### config.mk
export PLATFORM = sky130hd
export DESIGN_NAME = spart_rx_core
export DESIGN_NICKNAME = d
export VERILOG_FILES = /design/src/rtl/spart_pkg.sv /design/src/rtl/spart_rx_fifo.sv /design/src/rtl/spart_rx_core.sv
export SDC_FILE = /design/constraint.sdc
export NUM_CORES = 1
export LEC_CHECK = 0
export CORE_UTILIZATION = 45
export DETAILED_ROUTE_END_ITERATION = 8
export HOLD_SLACK_MARGIN = 0.06
export PLACE_DENSITY = 0.66
export SLEW_MARGIN = 0
export SYNTH_ARGS = -nofsm -noshare
export SYNTH_HDL_FRONTEND = slang
export SYNTH_SLANG_ARGS = --single-unit
### constraint.sdc
create_clock -name clk -period 2 [get_ports clk]
set_input_delay 0.2 -clock clk [delete_from_list [all_inputs] [get_ports clk]]
set_output_delay 0.2 -clock clk [all_outputs]
set_load 0.02 [all_outputs]
### src/rtl/spart_pkg.sv
// Shared definitions for the SPART receive path: FSM states, width helpers
// and the legality check applied to every receiver parameter set.
package spart_pkg;

  typedef enum logic [2:0] {
    RX_IDLE,
    RX_START,
    RX_DATA,
    RX_PARITY,
    RX_STOP,
    RX_BREAK
  } rx_state_t;

  localparam int unsigned DATA_BITS_MIN = 5;
  localparam int unsigned DATA_BITS_MAX = 9;
  localparam int unsigned BIT_IDX_W     = $clog2(DATA_BITS_MAX);

  function automatic int unsigned tick_width(input int unsigned oversample);
    return $clog2(oversample);
  endfunction

  // One extra pointer bit separates full from empty.
  function automatic int unsigned ptr_width(input int unsigned depth);
    return $clog2(depth) + 1;
  endfunction

  function automatic bit rx_params_legal(
    input int unsigned data_bits,
    input int unsigned oversample,
    input int unsigned fifo_depth,
    input int unsigned parity_en,
    input int unsigned parity_odd,
    input int unsigned stop_bits
  );
    return (data_bits >= DATA_BITS_MIN) && (data_bits <= DATA_BITS_MAX) &&
           (oversample >= 4) && ((oversample % 2) == 0) &&
           (fifo_depth >= 2) && ((fifo_depth & (fifo_depth - 1)) == 0) &&
           (parity_en <= 1) && (parity_odd <= 1) &&
           ((stop_bits == 1) || (stop_bits == 2));
  endfunction

endpackage

### src/rtl/spart_rx_fifo.sv
// Synchronous receive FIFO; push and pop may coincide at any occupancy,
// and a push into a full FIFO only lands when a pop frees the slot.
module spart_rx_fifo
  import spart_pkg::*;
#(
  parameter int unsigned WIDTH = 8,
  parameter int unsigned DEPTH = 4
) (
  input  logic                         clk,
  input  logic                         rst_n,
  input  logic                         push_i,
  input  logic [WIDTH-1:0]             data_i,
  input  logic                         pop_i,
  output logic [WIDTH-1:0]             data_o,
  output logic [ptr_width(DEPTH)-1:0]  count_o,
  output logic                         empty_o,
  output logic                         full_o
);

  localparam int unsigned AW = $clog2(DEPTH);
  localparam int unsigned PW = ptr_width(DEPTH);

  logic [WIDTH-1:0] mem_q [DEPTH];
  logic [PW-1:0]    wr_ptr_q, wr_ptr_d;
  logic [PW-1:0]    rd_ptr_q, rd_ptr_d;
  logic [PW-1:0]    count;
  logic             do_push, do_pop;

  always_comb begin
    count    = wr_ptr_q - rd_ptr_q;
    empty_o  = (count == '0);
    full_o   = (count == PW'(DEPTH));
    do_pop   = pop_i & ~empty_o;
    do_push  = push_i & (~full_o | do_pop);
    wr_ptr_d = do_push ? wr_ptr_q + 1'b1 : wr_ptr_q;
    rd_ptr_d = do_pop  ? rd_ptr_q + 1'b1 : rd_ptr_q;
    count_o  = count;
    data_o   = empty_o ? '0 : mem_q[rd_ptr_q[AW-1:0]];
  end

  always_ff @(posedge clk) begin
    if (!rst_n) begin
      wr_ptr_q <= '0;
      rd_ptr_q <= '0;
    end else begin
      wr_ptr_q <= wr_ptr_d;
      rd_ptr_q <= rd_ptr_d;
    end
  end

  always_ff @(posedge clk) begin
    if (do_push) begin
      mem_q[wr_ptr_q[AW-1:0]] <= data_i;
    end
  end

endmodule

### src/rtl/spart_rx_core.sv
// SPART receive engine: synchroniser, oversampling tick counter, 2-of-3 bit
// voting, frame FSM, sticky error flags and the receive FIFO.
module spart_rx_core
  import spart_pkg::*;
#(
  parameter int unsigned DATA_BITS  = 8,
  parameter int unsigned OVERSAMPLE = 16,
  parameter int unsigned FIFO_DEPTH = 4,
  parameter int unsigned PARITY_EN  = 0,
  parameter int unsigned PARITY_ODD = 0,
  parameter int unsigned STOP_BITS  = 1
) (
  input  logic                          clk,
  input  logic                          rst_n,
  input  logic                          baud_en,
  input  logic                          rxd,
  input  logic                          iocs,
  input  logic                          iorw,
  input  logic                          err_clr,
  output logic [DATA_BITS-1:0]          rx_data,
  output logic                          rx_rda,
  output logic [$clog2(FIFO_DEPTH):0]   rx_count,
  output logic                          parity_err,
  output logic                          frame_err,
  output logic                          overrun
);

  if (!rx_params_legal(DATA_BITS, OVERSAMPLE, FIFO_DEPTH, PARITY_EN, PARITY_ODD, STOP_BITS)) begin : g_param_check
    $error("spart_rx_core: illegal parameter set");
  end

  localparam int unsigned TICK_W = tick_width(OVERSAMPLE);
  localparam logic [TICK_W-1:0]    TICK_LAST  = TICK_W'(OVERSAMPLE - 1);
  localparam logic [TICK_W-1:0]    TICK_MID_M = TICK_W'(OVERSAMPLE / 2 - 1);
  localparam logic [TICK_W-1:0]    TICK_MID   = TICK_W'(OVERSAMPLE / 2);
  localparam logic [TICK_W-1:0]    TICK_MID_P = TICK_W'(OVERSAMPLE / 2 + 1);
  localparam logic [BIT_IDX_W-1:0] IDX_LAST   = BIT_IDX_W'(DATA_BITS - 1);
  localparam logic                 STOP_LAST  = (STOP_BITS == 2);
  localparam logic                 ODD_SENSE  = (PARITY_ODD != 0);
  localparam rx_state_t            AFTER_DATA = (PARITY_EN != 0) ? RX_PARITY : RX_STOP;

  logic                 rxd_meta_q, rxd_s_q;
  rx_state_t            state_q, state_d;
  logic [TICK_W-1:0]    tick_q, tick_d;
  logic [BIT_IDX_W-1:0] idx_q, idx_d;
  logic [DATA_BITS-1:0] shift_q, shift_d;
  logic [1:0]           vote_q, vote_d;
  logic                 par_bad_q, par_bad_d;
  logic                 stop_idx_q, stop_idx_d;
  logic                 push_q, push_d;
  logic [DATA_BITS-1:0] push_data_q, push_data_d;
  logic                 push_bad_q, push_bad_d;
  logic                 parity_err_q, parity_err_d;
  logic                 frame_err_q, frame_err_d;
  logic                 overrun_q, overrun_d;
  logic                 frame_evt, bit_val, sample_now;
  logic                 pop_req, fifo_empty, fifo_full;

  assign pop_req    = iocs & iorw;
  assign sample_now = (tick_q == TICK_MID_P);
  assign bit_val    = (vote_q[0] & vote_q[1]) | (vote_q[0] & rxd_s_q) | (vote_q[1] & rxd_s_q);

  always_comb begin
    state_d     = state_q;
    tick_d      = tick_q;
    idx_d       = idx_q;
    shift_d     = shift_q;
    vote_d      = vote_q;
    par_bad_d   = par_bad_q;
    stop_idx_d  = stop_idx_q;
    push_d      = 1'b0;
    push_data_d = push_data_q;
    push_bad_d  = push_bad_q;
    frame_evt   = 1'b0;
    if (baud_en) begin
      tick_d = (tick_q == TICK_LAST) ? '0 : tick_q + 1'b1;
      if (tick_q == TICK_MID_M) vote_d[0] = rxd_s_q;
      if (tick_q == TICK_MID)   vote_d[1] = rxd_s_q;
      unique case (state_q)
        RX_IDLE: begin
          // Tick 0 is the first tick after the falling edge is seen.
          tick_d = '0;
          if (!rxd_s_q) state_d = RX_START;
        end
        RX_START: begin
          if (sample_now) begin
            if (!bit_val) begin
              state_d   = RX_DATA;
              idx_d     = '0;
              par_bad_d = 1'b0;
            end else begin
              state_d = RX_IDLE;
            end
          end
        end
        RX_DATA: begin
          if (sample_now) begin
            shift_d = {bit_val, shift_q[DATA_BITS-1:1]};
            if (idx_q == IDX_LAST) begin
              idx_d      = '0;
              stop_idx_d = 1'b0;
              state_d    = AFTER_DATA;
            end else begin
              idx_d = idx_q + 1'b1;
            end
          end
        end
        RX_PARITY: begin
          if (sample_now) begin
            par_bad_d  = (^shift_q) ^ bit_val ^ ODD_SENSE;
            stop_idx_d = 1'b0;
            state_d    = RX_STOP;
          end
        end
        RX_STOP: begin
          if (sample_now) begin
            if (!bit_val) begin
              frame_evt = 1'b1;
              state_d   = RX_BREAK;
            end else if (stop_idx_q == STOP_LAST) begin
              push_d      = 1'b1;
              push_data_d = shift_q;
              push_bad_d  = par_bad_q;
              state_d     = RX_IDLE;
            end else begin
              stop_idx_d = 1'b1;
            end
          end
        end
        RX_BREAK: begin
          tick_d = '0;
          if (rxd_s_q) state_d = RX_IDLE;
        end
        default: state_d = RX_IDLE;
      endcase
    end
  end

  // Flags set on the event cycle; set wins over a coincident clear.
  always_comb begin
    frame_err_d  = frame_evt | (frame_err_q & ~err_clr);
    parity_err_d = (push_q & push_bad_q) | (parity_err_q & ~err_clr);
    overrun_d    = (push_q & fifo_full & ~pop_req) | (overrun_q & ~err_clr);
  end

  always_ff @(posedge clk) begin
    if (!rst_n) begin
      rxd_meta_q   <= 1'b1;
      rxd_s_q      <= 1'b1;
      state_q      <= RX_IDLE;
      tick_q       <= '0;
      idx_q        <= '0;
      shift_q      <= '0;
      vote_q       <= '1;
      par_bad_q    <= 1'b0;
      stop_idx_q   <= 1'b0;
      push_q       <= 1'b0;
      push_data_q  <= '0;
      push_bad_q   <= 1'b0;
      parity_err_q <= 1'b0;
      frame_err_q  <= 1'b0;
      overrun_q    <= 1'b0;
    end else begin
      rxd_meta_q   <= rxd;
      rxd_s_q      <= rxd_meta_q;
      state_q      <= state_d;
      tick_q       <= tick_d;
      idx_q        <= idx_d;
      shift_q      <= shift_d;
      vote_q       <= vote_d;
      par_bad_q    <= par_bad_d;
      stop_idx_q   <= stop_idx_d;
      push_q       <= push_d;
      push_data_q  <= push_data_d;
      push_bad_q   <= push_bad_d;
      parity_err_q <= parity_err_d;
      frame_err_q  <= frame_err_d;
      overrun_q    <= overrun_d;
    end
  end

  spart_rx_fifo #(
    .WIDTH (DATA_BITS),
    .DEPTH (FIFO_DEPTH)
  ) u_fifo (
    .clk     (clk),
    .rst_n   (rst_n),
    .push_i  (push_q),
    .data_i  (push_data_q),
    .pop_i   (pop_req),
    .data_o  (rx_data),
    .count_o (rx_count),
    .empty_o (fifo_empty),
    .full_o  (fifo_full)
  );

  assign rx_rda     = ~fifo_empty;
  assign parity_err = parity_err_q;
  assign frame_err  = frame_err_q;
  assign overrun    = overrun_q;

endmodule

---- Yosys cells after proc, flatten, opt, wreduce, memory -nomap -nowiden ----
Memory sizes are Yosys's and may differ from the RTL's. A register that Yosys moved wholly into a read port is not among the register bits.
Index checks and enable logic that the tools add are counted.
cells by class
  reduce and logical (&&, ||, !) cells .... 16
  add/subtract/negate cells ............... 5
  eq/ne operators ......................... 21
  mux-type cells .......................... 39
  bitwise gates (word level) .............. 24
operators by type and width
  cell                                                              count
  3-bit two-way mux                                                 9
  4-bit two-way mux                                                 6
  5-bit AND reduction                                               4
  2-bit != test (second input constant)                             9
  3-bit one-hot mux with 6 select lines                             1
  1-bit two-way mux                                                 16
  1-bit bitwise AND                                                 12
  4-bit == test (second input constant)                             3
  3-bit == test (second input constant)                             3
  9-bit AND reduction                                               1
  4-bit by 1-bit adder with 4-bit output (second input constant)    2
  4-bit by 3-bit == test with 1-bit output (second input constant)  2
  8-bit two-way mux                                                 1
  4-bit one-hot mux with 2 select lines                             1
  8-bit XOR reduction                                               1
  7-bit AND reduction                                               1
  3-bit by 1-bit adder with 3-bit output (second input constant)    2
  3-bit by 2-bit == test with 1-bit output (second input constant)  2
  3-bit zero test                                                   2
  2-bit two-way mux                                                 3
  1-bit OR                                                          6
  1-bit inverter                                                    5
  2-bit AND reduction                                               2
  2-bit nonzero test                                                2
  other kinds (9)                                                   9
word-level totals
  word-level logic and storage cells ...... 124
  memories kept ........................... 1
  output and inout bits ................... 15
  RAM bits ................................ 32
  flip-flop bits (word level) ............. 44
  bits of input ports ..................... 7
memory list
  name          words  bits a word  read ports  clocked after memory_dff  wr ports  line                 RTL
  u_fifo.mem_q  4      8            1           1                         1         spart_rx_fifo.sv:23  logic [WIDTH-1:0] mem_q [DEPTH];

---- Longest topological paths before layout ----
  word-level depth ........................ 8
  gate-level depth with buffers ........... 8
  depth with buffers taken out ............ 8

---- By module ----
A second synthesis with hierarchy kept.
unflattened totals
  cell total of the unflattened synthesis .. 303
  area, all modules ....................... 3474.6 sq um
by module, submodules not included
  module         area each (sq um)  cells an instance  instances  seq. area each (sq um)
  spart_rx_fifo  1765.4             104                1          1121.1
  spart_rx_core  1709.1             199                1          740.7

---- Worst setup path after synthesis ----
Ideal clock, no wire load.
  path type ............................... flip-flop to flip-flop
  start point ............................. reg u_fifo.wr_ptr_q[0]
  end point ............................... mem u_fifo.mem_q[0][0], enable pin
  arrival ................................. 1.963 ns
  cell stages (with the launch flop) ...... 7
  setup slack ............................. -0.273 ns
  data required time ...................... 1.690 ns
  path buffers ............................ 0
  clock period less this slack ............ 2.273 ns
  setup time .............................. 0.310 ns
  cell sequence ........................... dfxtp_1 > inv_1 > ha_1 > fa_1 > xor3_2 > a41oi_4 > and2_2
on the way
  cells in the longest elaborated chain, start to end .. 8
  elaborated cells between the ends (all ways) .. 10
  classes of those cells .................. 1 x add/sub; 1 x eq/ne; 2 x mux; 5 x bitwise; 1 x reduce/logical
RTL lines
  what                                       line                 RTL
  start: declaration                         spart_rx_fifo.sv:24  logic [PW-1:0] wr_ptr_q, wr_ptr_d;
  start signal: assignment                   spart_rx_fifo.sv:46  wr_ptr_q <= wr_ptr_d;
  3-bit subtractor *                         spart_rx_fifo.sv:30  count = wr_ptr_q - rd_ptr_q;
  net rx_count[2]                            spart_rx_core.sv:22  output logic [$clog2(FIFO_DEPTH):0] rx_count,
  3-bit zero test                            spart_rx_fifo.sv:31  empty_o = (count == '0);
  1-bit inverter                             spart_rx_fifo.sv:33  do_pop = pop_i & ~empty_o;
  1-bit bitwise AND                          spart_rx_fifo.sv:33
  1-bit OR *                                 spart_rx_fifo.sv:34  do_push = push_i & (~full_o | do_pop);
  1-bit bitwise AND *                        spart_rx_fifo.sv:34
  1-bit two-way mux *                        spart_rx_fifo.sv:52  if (do_push) begin
  1-bit two-way mux (implied by the code) *  spart_rx_fifo.sv:53  mem_q[wr_ptr_q[AW-1:0]] <= data_i;
  end: declaration                           spart_rx_fifo.sv:23
Mark *: on every way through the listed nets, which the timed path passes. The rest lies on a longest branch.

---- Worst setup path in the final report ----
  start point ............................. reg u_fifo.wr_ptr_q[0]
  end point ............................... out rx_data[3]
on the way
  cells in the longest elaborated chain, start to end .. 3
RTL lines
  what               line                 RTL
  3-bit subtractor   spart_rx_fifo.sv:30
  3-bit zero test    spart_rx_fifo.sv:31
  8-bit two-way mux  spart_rx_fifo.sv:38  data_o = empty_o ? '0 : mem_q[rd_ptr_q[AW-1:0]];
  end: declaration   spart_rx_core.sv:20  output logic [DATA_BITS-1:0] rx_data,
No other way between the ends.

==> parameters.txt <==
Parameter                              Value

Outcome
  Run status ... finished with violations
  Violations in the final reports ... negative setup slack

Global route
  Pin count of the biggest net entering global routing ... 31
  Total grt overflow ... 0
  Wire length of the first global-routing pass ... a little over 10000 microns
  GRT Overall Usage ... 0.1723
  Vias in the first global route ... 2100
  Number of antenna violations at the first check in global routing ... 0

Logic synthesis
  Post-synth top area cell ... edfxtp_1
  Number of flip-flops and latches in the synthesized netlist ... 77
  Cell Area, Synth ... about 0.0034 sq mm
  Top_reg_cell synth ... dfxtp_1
  Portion of synthesized cell area occupied by the leading cell type ... 0.2844
  Post-Syn Area per Cell ... 11.41 sq um
  Portion of the post-synthesis area used by sequential elements ... 0.5511
  Largest cells by area after synthesis ... edfxtp_1 28%, dfxtp_1 27%, mux4_2 5.3%
  Fraction of registers with async set/reset ... 0
  Number of distinct library cells after synthesis ... 51
  Number of enable-type register cells in the synthesized netlist ... 32
  Instance count of the mapped netlist ... 296
  Number of warnings issued by yosys ... 0
  Total nets after synthesis ... about 310

Pwr
  Pwr/cell area ... 670.5 mW/mm^2
  Worst voltage drop across the vdd grid ... roughly 0.00042 V
  Total power after layout ... 0.002777 W
  Leakage power ... about 1.6 nW

STA
  Final Hold Viols ... 0
  Final count of pins violating max slew ... 0
  RSZ-0062 raised after global routing ... true
  Final setup vio count ... 49
  Post-route minimum period ... around 2.2 ns
  Final critical-path setup slack ... -0.1881 ns
  Share of the clock period used by the worst path after layout ... 1.094
  Post-route worst hold slack ... 0.4169 ns
  Max_slew headroom ... 0.7154
  Maximum clock rate ... around 0.46 GHz
  Clock skew ... approximately 0.010 ns
  Slew of the pin with the lowest slew margin ... ~0.43 ns

Worst setup path
  WS Path Type ... flip-flop to output port
  CP Cell Sequence ... inv_2, ha_4, fa_2, xor3_2, nor2_4, buf_6, nor2b_2, buf_6
  Worst path slowest cell ... dfxtp_2
  CP arrival ... 1.99 ns
  Critical R2R Launch ... u_fifo.wr_ptr_q[0]
  Type of origin of the critical path ... flip-flop
  CP Max Fanout ... 5
  Data required, critical path ... about 1.8 ns
  Worst Setup End Kind ... output port
  Critical R2R Capture ... u_fifo.mem_q[2][7]
  Register-to-Register Path Depth ... 7
  R2r setup slk ... -0.12 ns
  Top cell by count, worst path ... buf_6
  Worst path max stage delay ... 0.34 ns
  Launch point of the worst path ... u_fifo.wr_ptr_q[0]

Placed design
  Dpl cell area ... 0.003855 sq mm
  Last weighted congestion value of the routability-driven placer ... just under 0.8
  Post-place setup slack ... -0.3474 ns
  Port bufs ... 21
  Half-perimeter wire length after placement ... between 3000 and 4000 microns

Drt
  Via count ... 2246
  First-pass DRT Iterations ... 4
  Wire length per cell ... roughly 14 microns
  Via density per instance ... 5.081
  Total Wirelength ... approximately 6000 microns
  DR iter-0 viols ... ~130
  Post-detailed-route count of antenna-violating nets ... 0
  DRC viols ... 0

Cells and area
  Growth of design area from synthesis to finish ... 22.59%
  Sequential cell area ... between 0.0015 and 0.002 sq mm
  Cell area after layout ... 0.004141 sq mm
  Fill cell instance count of the final layout ... ~620
  Footprint of the multi-input gates ... around 0.0015 sq mm
  Diode count ... 0
  Share of final-layout standard cells stronger than drive strength 1 ... 0.2595
  Nets ... between 300 and 400

Floorplanning
  Number of top-level pins ... 22
  Die span in x ... slightly below 90 microns
  Starting density of the core ... 0.4658
  Row count ... 31
  Die Outline Area ... roughly 0.008 sq mm
  Die height ... approximately 89 microns
  Placeable core region ... between 0.007 and 0.008 sq mm

Hold path
  Source of the worst hold timing path ... rxd
  Worst Hold Class ... primary input to flip-flop
  Hold EP ... rxd_meta_q
  Number of cells on the worst hold path ... 2

Job
  Number of violations of the max-capacitance limit ... 0

Clock tree
  Clock transition at the registers of the reported paths ... 0.08 ns
  CTS tree ... built
  Cts bufs inserted ... 9
  Clock Sink Count ... 77
  CTS H-Tree Depth ... 3
  Hold-fix buffers at CTS ... 0
  Latest clock arrival within the worst-skew pair ... between 0.3 and 0.4 ns
  Cell at the root of the clock tree ... clkbuf_8
  Maximum count of clock buffers along a single path ... 2
[Yosys cell counts (all sizes together) (2+ instances only)]
library cell / instances
nor3b: 2
nand2: 25
a32oi: 2
nand4b: 3
xnor2: 11
ha: 10
a31oi: 2
or3b: 3
clkbuf: 8
mux2i: 12
edfxtp: 32
buf: 8
and3b: 2
nor2b: 9
o21ai: 8
xor2: 2
a21oi: 17
nand4: 2
o21a: 2
nand3b: 3
nor2: 31
dfxtp: 45
and2: 5
nor3: 4
mux4: 8
nand2b: 4
inv: 9
nand3: 11
[worst max-delay path, delay by kind of cell, from the launching register on]
family | cells | cell delay [ns]
xor+xnor | 1 | 0.27
fa+ha+maj | 2 | 0.48
buf+inv | 3 | 0.33
flops | 1 | 0.34
simple gates | 2 | 0.23
[state kept, by name (all words and copies together), names as in the netlist, named ones only]
| register | count |
|---|---|
| rxd_s_q | 1 |
| parity_err | 1 |
| state_q | 3 |
| push_q | 1 |
| tick_q | 4 |
| shift_q | 8 |
| u_fifo.wr_ptr_q | 3 |
| push_data_q | 8 |
| push_bad_q | 1 |
| u_fifo.mem_q | 32 |
| par_bad_q | 1 |
| rxd_meta_q | 1 |
| idx_q | 4 |
| overrun | 1 |
| u_fifo.rd_ptr_q | 3 |
| frame_err | 1 |
| vote_q | 2 |
[logic make-up after synthesis]
| logic type | Yosys count | synth area share |
|---|---|---|
| compound gates | 40 | 0.07778 |
| flops | 77 | 0.5511 |
| simple gates | 107 | 0.1619 |
| mux | 20 | 0.08889 |
| xor+xnor | 14 | 0.04111 |
| buf+inv | 26 | 0.03333 |
| fa+ha+maj | 12 | 0.04593 |
[placed cells by master, fill, tap and decap left out, types with 3 or more instances in the layout]
cell	count
edfxtp_1	32
inv_6	3
nand4b_1	3
clkinvlp_4	3
inv_1	7
a21oi_1	17
mux4_2	8
nor2_1	29
ha_1	9
buf_4	20
nor2b_2	5
nand2b_1	4
clkbuf_8	9
clkdlybuf4s50_1	10
nand2_1	24
dfxtp_1	44
buf_6	13
nor3_1	4
xnor2_1	9
and2_4	5
nand3b_1	3
nor2b_4	3
nand3_1	11
mux2i_1	12
o21ai_0	6
[how the worst max path moves through the flow]
| stage | end | slack (ns) | cells after the start |
|---|---|---|---|
| floorplan | u_fifo.mem_q[3][0] | -0.16 | 6 |
| detailed placement | rx_data[4] | -0.35 | 8 |
| CTS | rx_data[5] | -0.23 | 8 |
| finish | rx_data[3] | -0.19 | 8 |
| global placement | rx_data[4] | -0.32 | 8 |
| global route | rx_data[2] | -0.26 | 8 |
[power breakdown]
group | internal [W] | switching (W)
logic | 0.0000285 | 0.0000364
registers | 0.00162 | 0.00000587
clock network | 0.000465 | 0.000617
[cell type report]
class                           instances  share of cell area
Clock buffer                            9             0.02991
Tap cell                               99             0.02991
Multi-Input combinational cell        194              0.3644
Inverter                               10            0.009063
Clock inverter                          7             0.01390
Sequential cell                        77              0.4498
Timing Repair Buffer                   46              0.1030
[through the flow]
stage | instances | TNS (ns) | utilization
2_1_floorplan | 296 | -5.603 | -
3_3_place_gp | 422 | -8.352 | 0.5315
3_5_place_dp | 422 | -8.991 | 0.5315
4_1_cts | 441 | -5.453 | 0.5675
5_1_grt | 442 | -8.702 | 0.5710
6_report | 442 | -5.399 | 0.5710
[routing by layer]
layer  track usage  up-vias  wire [microns]
met5             0        -               0
li1              -     1132               -
met3       0.04198        8             188
met4       0.06598        0              78
met2        0.2881       29            3118
met1        0.2159     1077            2775
[timing repair]
item                                   CTS  global route
pin swaps                                9             7
endpoints found under the hold margin    0             0
setup buffers                            2             1
setup endpoints to repair               51            51
cloned                                   2             0
gates resized for setup                 78             3
(Power assumes the default switching activity.)
